File: config.mk
export PLATFORM = sky130hd
export DESIGN_NAME = uart_tx_buffered
export DESIGN_NICKNAME = d
export VERILOG_FILES = /design/src/rtl/uart_tx_buffered_pkg.sv /design/src/rtl/uart_fifo.sv /design/src/rtl/uart_tx_buffered.sv
export SDC_FILE = /design/constraint.sdc
export NUM_CORES = 1
export LEC_CHECK = 0
export CORE_ASPECT_RATIO = 0.75
export CORE_MARGIN = 4
export CORE_UTILIZATION = 50
export DETAILED_ROUTE_END_ITERATION = 6
export PLACE_DENSITY = 0.66
export SYNTH_ARGS = -nofsm -noshare
export SYNTH_HDL_FRONTEND = slang
export SYNTH_SLANG_ARGS = --single-unit
export TNS_END_PERCENT = 100
File: constraint.sdc
create_clock -name CLK -period 7.8 [get_ports CLK]
set_input_delay 1.17 -clock CLK [delete_from_list [all_inputs] [get_ports CLK]]
set_output_delay 1.17 -clock CLK [all_outputs]
set_load 0.02 [all_outputs]
File: src/rtl/uart_tx_buffered_pkg.sv
// Shared UART definitions: FSM state encoding, frame constants and the bit-time
// divisor macro. Used by both the buffered TX and the UART RX path.
`ifndef UART_TX_BUFFERED_PKG_MACROS
`define UART_TX_BUFFERED_PKG_MACROS
`define UART_DIV(fclk, bauds) (((fclk) + (bauds) / 2) / (bauds))
`endif

package uart_tx_buffered_pkg;

  localparam int unsigned DATA_BITS   = 8;
  localparam logic        STOP_LEVEL  = 1'b1;
  localparam logic        START_LEVEL = 1'b0;
  localparam logic        IDLE_LEVEL  = 1'b1;

  typedef enum logic [2:0] {
    S_IDLE,
    S_START,
    S_DATA,
    S_PARITY,
    S_STOP
  } uart_state_e;

endpackage

File: src/rtl/uart_fifo.sv
// Single-clock synchronous FIFO with show-ahead read data and an occupancy
// counter. A write while FULL is dropped even if a read frees a slot that edge.
module uart_fifo #(
  parameter int unsigned Width = 8,
  parameter int unsigned Depth = 4
) (
  input  logic             CLK,
  input  logic             RST_,
  input  logic             WR,
  input  logic [Width-1:0] WDATA,
  input  logic             RD,
  output logic [Width-1:0] RDATA,
  output logic             FULL,
  output logic             EMPTY
);

  localparam int unsigned AW = $clog2(Depth);
  localparam int unsigned CW = AW + 1;

  if ((Depth < 2) || ((Depth & (Depth - 1)) != 0)) begin : g_depth_chk
    $error("uart_fifo: Depth must be a power of two and >= 2");
  end

  logic [Width-1:0] mem_q [Depth];
  logic [AW-1:0]    wptr_q, wptr_d;
  logic [AW-1:0]    rptr_q, rptr_d;
  logic [CW-1:0]    count_q, count_d;
  logic             wr_en, rd_en;

  assign FULL  = (count_q == CW'(Depth));
  assign EMPTY = (count_q == '0);
  assign RDATA = mem_q[rptr_q];

  assign wr_en = WR & ~FULL;
  assign rd_en = RD & ~EMPTY;

  always_comb begin
    wptr_d  = wptr_q;
    rptr_d  = rptr_q;
    count_d = count_q;
    if (wr_en) wptr_d = wptr_q + AW'(1);
    if (rd_en) rptr_d = rptr_q + AW'(1);
    case ({wr_en, rd_en})
      2'b10:   count_d = count_q + CW'(1);
      2'b01:   count_d = count_q - CW'(1);
      default: count_d = count_q;
    endcase
  end

  always_ff @(posedge CLK or negedge RST_) begin
    if (!RST_) begin
      wptr_q  <= '0;
      rptr_q  <= '0;
      count_q <= '0;
    end else begin
      wptr_q  <= wptr_d;
      rptr_q  <= rptr_d;
      count_q <= count_d;
    end
  end

  always_ff @(posedge CLK) begin
    if (wr_en) mem_q[wptr_q] <= WDATA;
  end

endmodule

File: src/rtl/uart_tx_buffered.sv
// Buffered UART transmitter: FIFO-fed 8N1 serialiser, frames sent back-to-back.
// Define UART_TX_PARITY_EN to insert an even-parity bit (8E1).
`ifndef FCLK
`define FCLK 12_000_000
`endif

module uart_tx_buffered
  import uart_tx_buffered_pkg::*;
#(
  parameter int unsigned Bauds = 300,
  parameter int unsigned Fclk  = `FCLK,
  parameter int unsigned Depth = 4
) (
  input  logic       CLK,
  input  logic       RST_,
  input  logic [7:0] DIN,
  input  logic       OE,
  output logic       RDY,
  output logic       BUSY,
  output logic       TXD
);

  localparam int unsigned Div = `UART_DIV(Fclk, Bauds);
  localparam int unsigned CW  = $clog2(Div);
  localparam int unsigned BW  = $clog2(DATA_BITS);
  localparam logic [CW-1:0] DivLast = CW'(Div - 1);
  localparam logic [BW-1:0] BitLast = BW'(DATA_BITS - 1);

  if (Div < 2) begin : g_div_chk
    $error("uart_tx_buffered: bit time below 2 clock cycles");
  end

  uart_state_e          state_q, state_d;
  logic [CW-1:0]        cnt_q, cnt_d;
  logic [BW-1:0]        bit_q, bit_d;
  logic [DATA_BITS-1:0] shift_q, shift_d;
  logic                 txd_q, txd_d;
  logic                 pop, bit_end;
  logic [DATA_BITS-1:0] fifo_rdata;
  logic                 fifo_full, fifo_empty;
`ifdef UART_TX_PARITY_EN
  logic                 par_q, par_d;
`endif

  uart_fifo #(
    .Width (DATA_BITS),
    .Depth (Depth)
  ) u_fifo (
    .CLK   (CLK),
    .RST_  (RST_),
    .WR    (OE),
    .WDATA (DIN),
    .RD    (pop),
    .RDATA (fifo_rdata),
    .FULL  (fifo_full),
    .EMPTY (fifo_empty)
  );

  assign RDY     = ~fifo_full;
  assign BUSY    = (state_q != S_IDLE) | ~fifo_empty;
  assign TXD     = txd_q;
  assign bit_end = (cnt_q == DivLast);

  always_comb begin
    state_d = state_q;
    cnt_d   = cnt_q;
    bit_d   = bit_q;
    shift_d = shift_q;
    pop     = 1'b0;
`ifdef UART_TX_PARITY_EN
    par_d   = par_q;
`endif
    if (state_q != S_IDLE) cnt_d = bit_end ? '0 : cnt_q + CW'(1);

    case (state_q)
      S_IDLE: begin
        cnt_d = '0;
        if (!fifo_empty) begin
          pop     = 1'b1;
          state_d = S_START;
        end
      end
      S_START: begin
        if (bit_end) begin
          state_d = S_DATA;
          bit_d   = '0;
        end
      end
      S_DATA: begin
        if (bit_end) begin
          if (bit_q == BitLast) begin
`ifdef UART_TX_PARITY_EN
            state_d = S_PARITY;
`else
            state_d = S_STOP;
`endif
          end else begin
            bit_d   = bit_q + BW'(1);
            shift_d = shift_q >> 1;
          end
        end
      end
`ifdef UART_TX_PARITY_EN
      S_PARITY: begin
        if (bit_end) state_d = S_STOP;
      end
`endif
      S_STOP: begin
        if (bit_end) begin
          if (!fifo_empty) begin
            pop     = 1'b1;
            state_d = S_START;
          end else begin
            state_d = S_IDLE;
          end
        end
      end
      default: state_d = S_IDLE;
    endcase

    if (pop) begin
      shift_d = fifo_rdata;
`ifdef UART_TX_PARITY_EN
      par_d   = ^fifo_rdata;
`endif
    end

    // TXD is registered from the next state so it switches on the same edge as the FSM.
    case (state_d)
      S_START: txd_d = START_LEVEL;
      S_DATA:  txd_d = shift_d[0];
`ifdef UART_TX_PARITY_EN
      S_PARITY: txd_d = par_d;
`endif
      S_STOP:  txd_d = STOP_LEVEL;
      default: txd_d = IDLE_LEVEL;
    endcase
  end

  always_ff @(posedge CLK or negedge RST_) begin
    if (!RST_) begin
      state_q <= S_IDLE;
      cnt_q   <= '0;
      bit_q   <= '0;
      shift_q <= '0;
      txd_q   <= IDLE_LEVEL;
`ifdef UART_TX_PARITY_EN
      par_q   <= 1'b0;
`endif
    end else begin
      state_q <= state_d;
      cnt_q   <= cnt_d;
      bit_q   <= bit_d;
      shift_q <= shift_d;
      txd_q   <= txd_d;
`ifdef UART_TX_PARITY_EN
      par_q   <= par_d;
`endif
    end
  end

endmodule

Word level (Yosys, flattened, before mapping):

Memory sizes are Yosys's and may differ from the RTL's.
Cells that the tools add are included.

* bits in writable memories: 32
* memories kept: 1
* bits in registers: 38
* output and inout port bits: 3
* ROM bits: 0
* input port bits: 11
* bits in latches: 0

Memory list
* u_fifo.mem_q: words 4, bits a word 8, read ports 1, clocked after Yosys merged registers in 0, write ports 1, line uart_fifo.sv:24 `logic [Width-1:0] mem_q [Depth];`

* add/subtract/negate cells: 6
* equal/unequal tests: 14
* divide/modulo/power cells: 0
* bitwise operators: 5
* multipliers: 0
* mux-type cells: 25
* reductions and logical operators: 10
* shifts and indexed selects: 0
* order comparisons: 0

Operators with widths (number)
* $mux 16: 3
* $mux 8: 4
* $mux 3: 8
* $add 16x1->16 const B: 1
* $eq 16x16->1 const B: 1
* $pmux 3 s2: 2
* $pmux 3 s4: 1
* $reduce_bool 2->1: 5
* $eq 3x3->1 const B: 3
* $add 3x1->3 const B: 2
* $eq 3x1->1 const B: 2
* $eq 3x2->1 const B: 2
* $logic_not 3->1: 2
* $ne 2x2->1 const B: 3
* $mux 1: 5
* $add 2x1->2 const B: 2
* $pmux 1 s2: 2
* $reduce_and 4->1: 1
* $reduce_and 3->1: 1
* $reduce_bool 3->1: 1
* $sub 3x1->3 const B: 1
* $and 1x1->1: 2
* $eq 2x1->1 const B: 1
* $eq 2x2->1 const B: 1
* other kinds (3): 4

Longest topological paths before layout:

* depth in word-level cells: 7
* depth in mapped cells: 11
* gate-level depth less buffers: 10

By module:

From an unflattened synthesis, not the netlist that was laid out.

* cell total of the unflattened synthesis: 245
* area, all modules: 3270.6 sq um

By module, submodules not included
* uart_tx_buffered: seq. area each 777.0 sq um, times used 1, cells each 166, area an instance 1677.9 sq um
* uart_fifo: seq. area each 1136.1 sq um, times used 1, cells each 79, area an instance 1592.8 sq um

Worst setup path before layout:

OpenSTA, ideal clock, no wires.

* path type: register -> register
* start: register cnt_q[6]
* end: register u_fifo.count_q[2]
* buffers on the path: 2
* stages on the path, launching flop included: 12
* required time: 7721 ps
* arrival time: 2525 ps
* slack: 5196 ps
* cell sequence: dfrtp_1 > or4b_1 > buf_2 > nor3_4 > a31o_4 > buf_6 > ha_1 > inv_1 > fa_1 > xor2_1 > nor2_1 > xor2_1

* word-level cells in the longest chain between the ends: 6

Ends and longest elaborated chain
* start, declared: line uart_tx_buffered.sv:34 `logic [CW-1:0] cnt_q, cnt_d;`
* start signal, assigned: line uart_tx_buffered.sv:152 `cnt_q <= cnt_d;`
* $eq 16x16->1 (*): line uart_tx_buffered.sv:62 `assign bit_end = (cnt_q == DivLast);`
* $mux 1 (*): line uart_tx_buffered.sv:109 `if (bit_end) begin`
* $pmux 1 s2 (*): line uart_tx_buffered.sv:75 `case (state_q)`
* $and 1x1->1 (*): line uart_fifo.sv:35 `assign rd_en = RD & ~EMPTY;`
* named net u_fifo.rd_en: line uart_fifo.sv:28 `logic wr_en, rd_en;`
* $eq 2x1->1 / $eq 2x2->1 (equally long branches): line uart_fifo.sv:43 `case ({wr_en, rd_en})`
* $pmux 3 s2 / $reduce_bool 2->1 (equally long branches)
* end signal, assigned: line uart_fifo.sv:58 `count_q <= count_d;`
* end, declared: line uart_fifo.sv:27 `logic [CW-1:0] count_q, count_d;`

Mark *: on every way through the listed nets, which the timed path passes. The rest lies on a longest branch.
A chain may end at the register's enable or synchronous reset.

Final worst setup path:

* start: register state_q[1]
* end: output BUSY

* word-level cells in the longest chain between the ends: 2

Ends and longest elaborated chain
* start, declared: line uart_tx_buffered.sv:33 `uart_state_e state_q, state_d;`
* start signal, assigned: line uart_tx_buffered.sv:151 `state_q <= state_d;`
* $reduce_bool 3->1: line uart_tx_buffered.sv:60 `assign BUSY = (state_q != S_IDLE) | ~fifo_empty;`
* $or 1x1->1: line uart_tx_buffered.sv:60
* end, declared: line uart_tx_buffered.sv:19 `output logic BUSY,`

Every way passes these cells.

==> results.cfg <==
[global_routing]
grtUsageTotal = 0.158
antenna_found_initial = 0
grt_max_degree = 39
grt_pass1_vias = 1768
grt-ovfl-total = 0
grt_first_pass_wirelength_um = 9150

[flow_run]
cap_violations = 0

[setup_path]
path_cells = nor3_1, nand2_1, clkdlybuf4s50_1
cp_data_required_time_ns = 6.63
crit_arrival_ns = 1.88
crit_path_max_incr_delay_ns = 0.56
critical_path_buf_inv_count = 1
crit_type = flip-flop to output port
critPathCaptureType = output port
crit_fanout = 5
worst_path_max_delay_cell = clkdlybuf4s50_1
crit_family = simple AND/OR/NAND/NOR gates
cp-start-kind = flip-flop

[pwr]
p_seq_frac = 0.530
p_switching_mw = 0.227
finalPower_mw = 0.856
p_leak_nw = 1.45
power.share.combinational = 0.123
pwr-share-clk = 0.346
peakVddDrop_mv = 0.162
swShare = 0.265
power.internal_mw = 0.630
powerDensity_nw_per_um2 = 244

[clocking]
worstSkewPairLatency_ns = 0.35
clk_path_buf_depth = 2
cts_tree = built
hold_buffers = 0
cts_sinks = 70
root_buffer = clkbuf_8
numCtsBuffers = 9
clk_pin_slew_ns = 0.07
cts_resized = 0
post_cts_buffers = 0
htreeDepth = 3

[synth]
ys_types = 44
syn-mean-instance-area_um2 = 13.8
yosys_warnings = 0
ys_ff_latch = 70
synth_most_common_cell = dfrtp_1
yosysSeqAreaShare = 0.610
synth_edf_count = 32
synth_common_cells = dfrtp_1, edfxtp_1, nor2_1
syn_nets = 247
yosys.area.top_type = edfxtp_1
synth_area_um2 = 3140
synth_area_leaders = edfxtp_1, dfrtp_1, mux4_2
synth_top_area_frac = 0.306
syn_inst = 227
dominantRegCellSynth = dfrtp_1
async_flop_share = 0.543

[floorplan]
ios = 14
start_util = 0.528
num_rows = 24
fp.dieH_um = 76.6
dieArea_um2 = 7620
fp.coreArea_um2 = 5950
die_x_um = 99.5

[routing]
wl_per_cell_um = 16.7
drc = 0
viasPerCell = 5.52
dr.first_iter.drc_count = 70
final_antenna_net_count = 0
dr.pass1.iters = 4
num_vias = 1805
wl_um = 5480

[sta]
finClkSkew_ns = 0.00831
finalHoldViolations = 0
maxSlewViolCount = 0
setup-violations-final = 0
timing.setup.tns_ns = 0
max-slew-margin-rel = 0.437
worst_pin_slew_ns = 0.845
period_needed_ns = 3.05
rsz0062_at_grt = false
max_freq_mhz = 328
period_share = 0.391

[finish]
synthToLayoutAreaGrowth_pct = 12.0
fin_nets = 264
drive_above_1_share = 0.153
layoutNonFillerInstCount = 327
utilization = 0.591
multi_input_area_um2 = 1140
regArea_um2 = 1910
insertedDiodeCount = 0
n_fill_cell = 480

[placement]
port_buffers = 13
place_congestion = 0.736
dp_cells = 311
dp_hpwl_um = 3780

[outcome]
status = completed

[worst_hold_path]
holdCritPathClass = flip-flop to flip-flop
## per-layer routing
layer,global-route usage,up-vias,share of wire
met5,0,-,0
met4,0.0437,0,0.0064
met3,0.0695,4,0.049
met2,0.202,35,0.42
met1,0.240,896,0.52
li1,-,870,-
## cells by family after synthesis
group                    count (synthesis)  synth area share
AND/OR/NAND/NOR                         75             0.133
flip-flops                              70             0.610
AO/OA/AOI/OAI                           26            0.0682
XOR/XNOR                                20            0.0558
buffers and inverters                   16            0.0271
multiplexers                            11            0.0678
adder cells (fa/ha/maj)                  9            0.0383
## final timing paths
path	startpoint	end	slack, ns	cells after the start
setup / recovery	state_q[1]$_DFF_PN0_	BUSY	4.75	3
hold / removal	shift_q[2]$_DFFE_PN0P_	shift_q[2]$_DFFE_PN0P_	0.49	1
setup reg to reg	cnt_q[6]$_DFF_PN0_	u_fifo.count_q[2]$_DFFE_PN0P_	4.97	9
hold reg to reg	shift_q[2]$_DFFE_PN0P_	shift_q[2]$_DFFE_PN0P_	0.49	1
max in group asynchronous	RST_	state_q[2]$_DFF_PN0_	6.34	1
min in group asynchronous	RST_	bit_q[1]$_DFFE_PN0P_	0.92	1
## flip-flops by register name, indices dropped and copies added, names as in the netlist
register / flops
u_fifo.rptr_q: 2
shift_q: 8
cnt_q: 16
u_fifo.count_q: 3
u_fifo.wptr_q: 2
state_q: 3
TXD: 1
u_fifo.mem_q: 32
bit_q: 3
## power groups by stage
stage	Combinational [mW]	Sequential, mW	Clock, mW
2_1_floorplan	0.0712	0.456	0
3_3_place_gp	0.104	0.460	0
3_5_place_dp	0.107	0.462	0
4_1_cts	0.108	0.454	0.302
5_1_grt	0.122	0.457	0.323
6_report	0.106	0.454	0.297
## through the flow
stage          area (µm²)  hold slack (ns)  setup slack [ns]
2_1_floorplan        3140            0.450              5.20
3_3_place_gp         3310            0.460              4.87
3_5_place_dp         3310            0.472              4.79
4_1_cts              3510            0.488              4.73
5_1_grt              3510            0.503              4.66
6_report             3510            0.486              4.75
## placed cells by master (no fill, tap or decap), types with 2 or more instances in the layout
master,synthesis,final
a21o_1,6,6
o32ai_1,2,2
nand3_1,9,9
clkinv_4,0,3
clkbuf_8,0,9
dfrtp_1,37,37
a22o_1,8,8
nor3_1,9,9
inv_1,9,9
nor3_4,2,2
mux2_2,2,2
ha_1,8,8
clkdlybuf4s50_1,0,12
and3_1,7,7
and2_1,2,2
edfxtp_1,32,32
xnor2_1,8,8
inv_6,0,2
o21ai_0,3,3
nand4_1,3,3
nand2_1,10,10
mux4_2,8,8
xor2_1,12,12
nor2_1,22,22
## layout make-up
cell class              instances  share of cell area
clock buffers                   9              0.0352
clock inverters                 7              0.0231
inverters                       9             0.00961
multi-input cells             141               0.324
flip-flops and latches         70               0.544
well taps                      78              0.0278
repair buffers                 13              0.0356
## worst reg2reg max path, stage by stage, from the launching register on
cell and delay (ns):
dfrtp_1 0.44, or4b_1 0.71, nor3_4 0.21, a31o_4 0.30, ha_1 0.22, inv_1 0.06, fa_1 0.37, xor2_1 0.16
nor2_1 0.13, xor2_1 0.16
No activity file was read; power rests on OpenSTA's default activity.
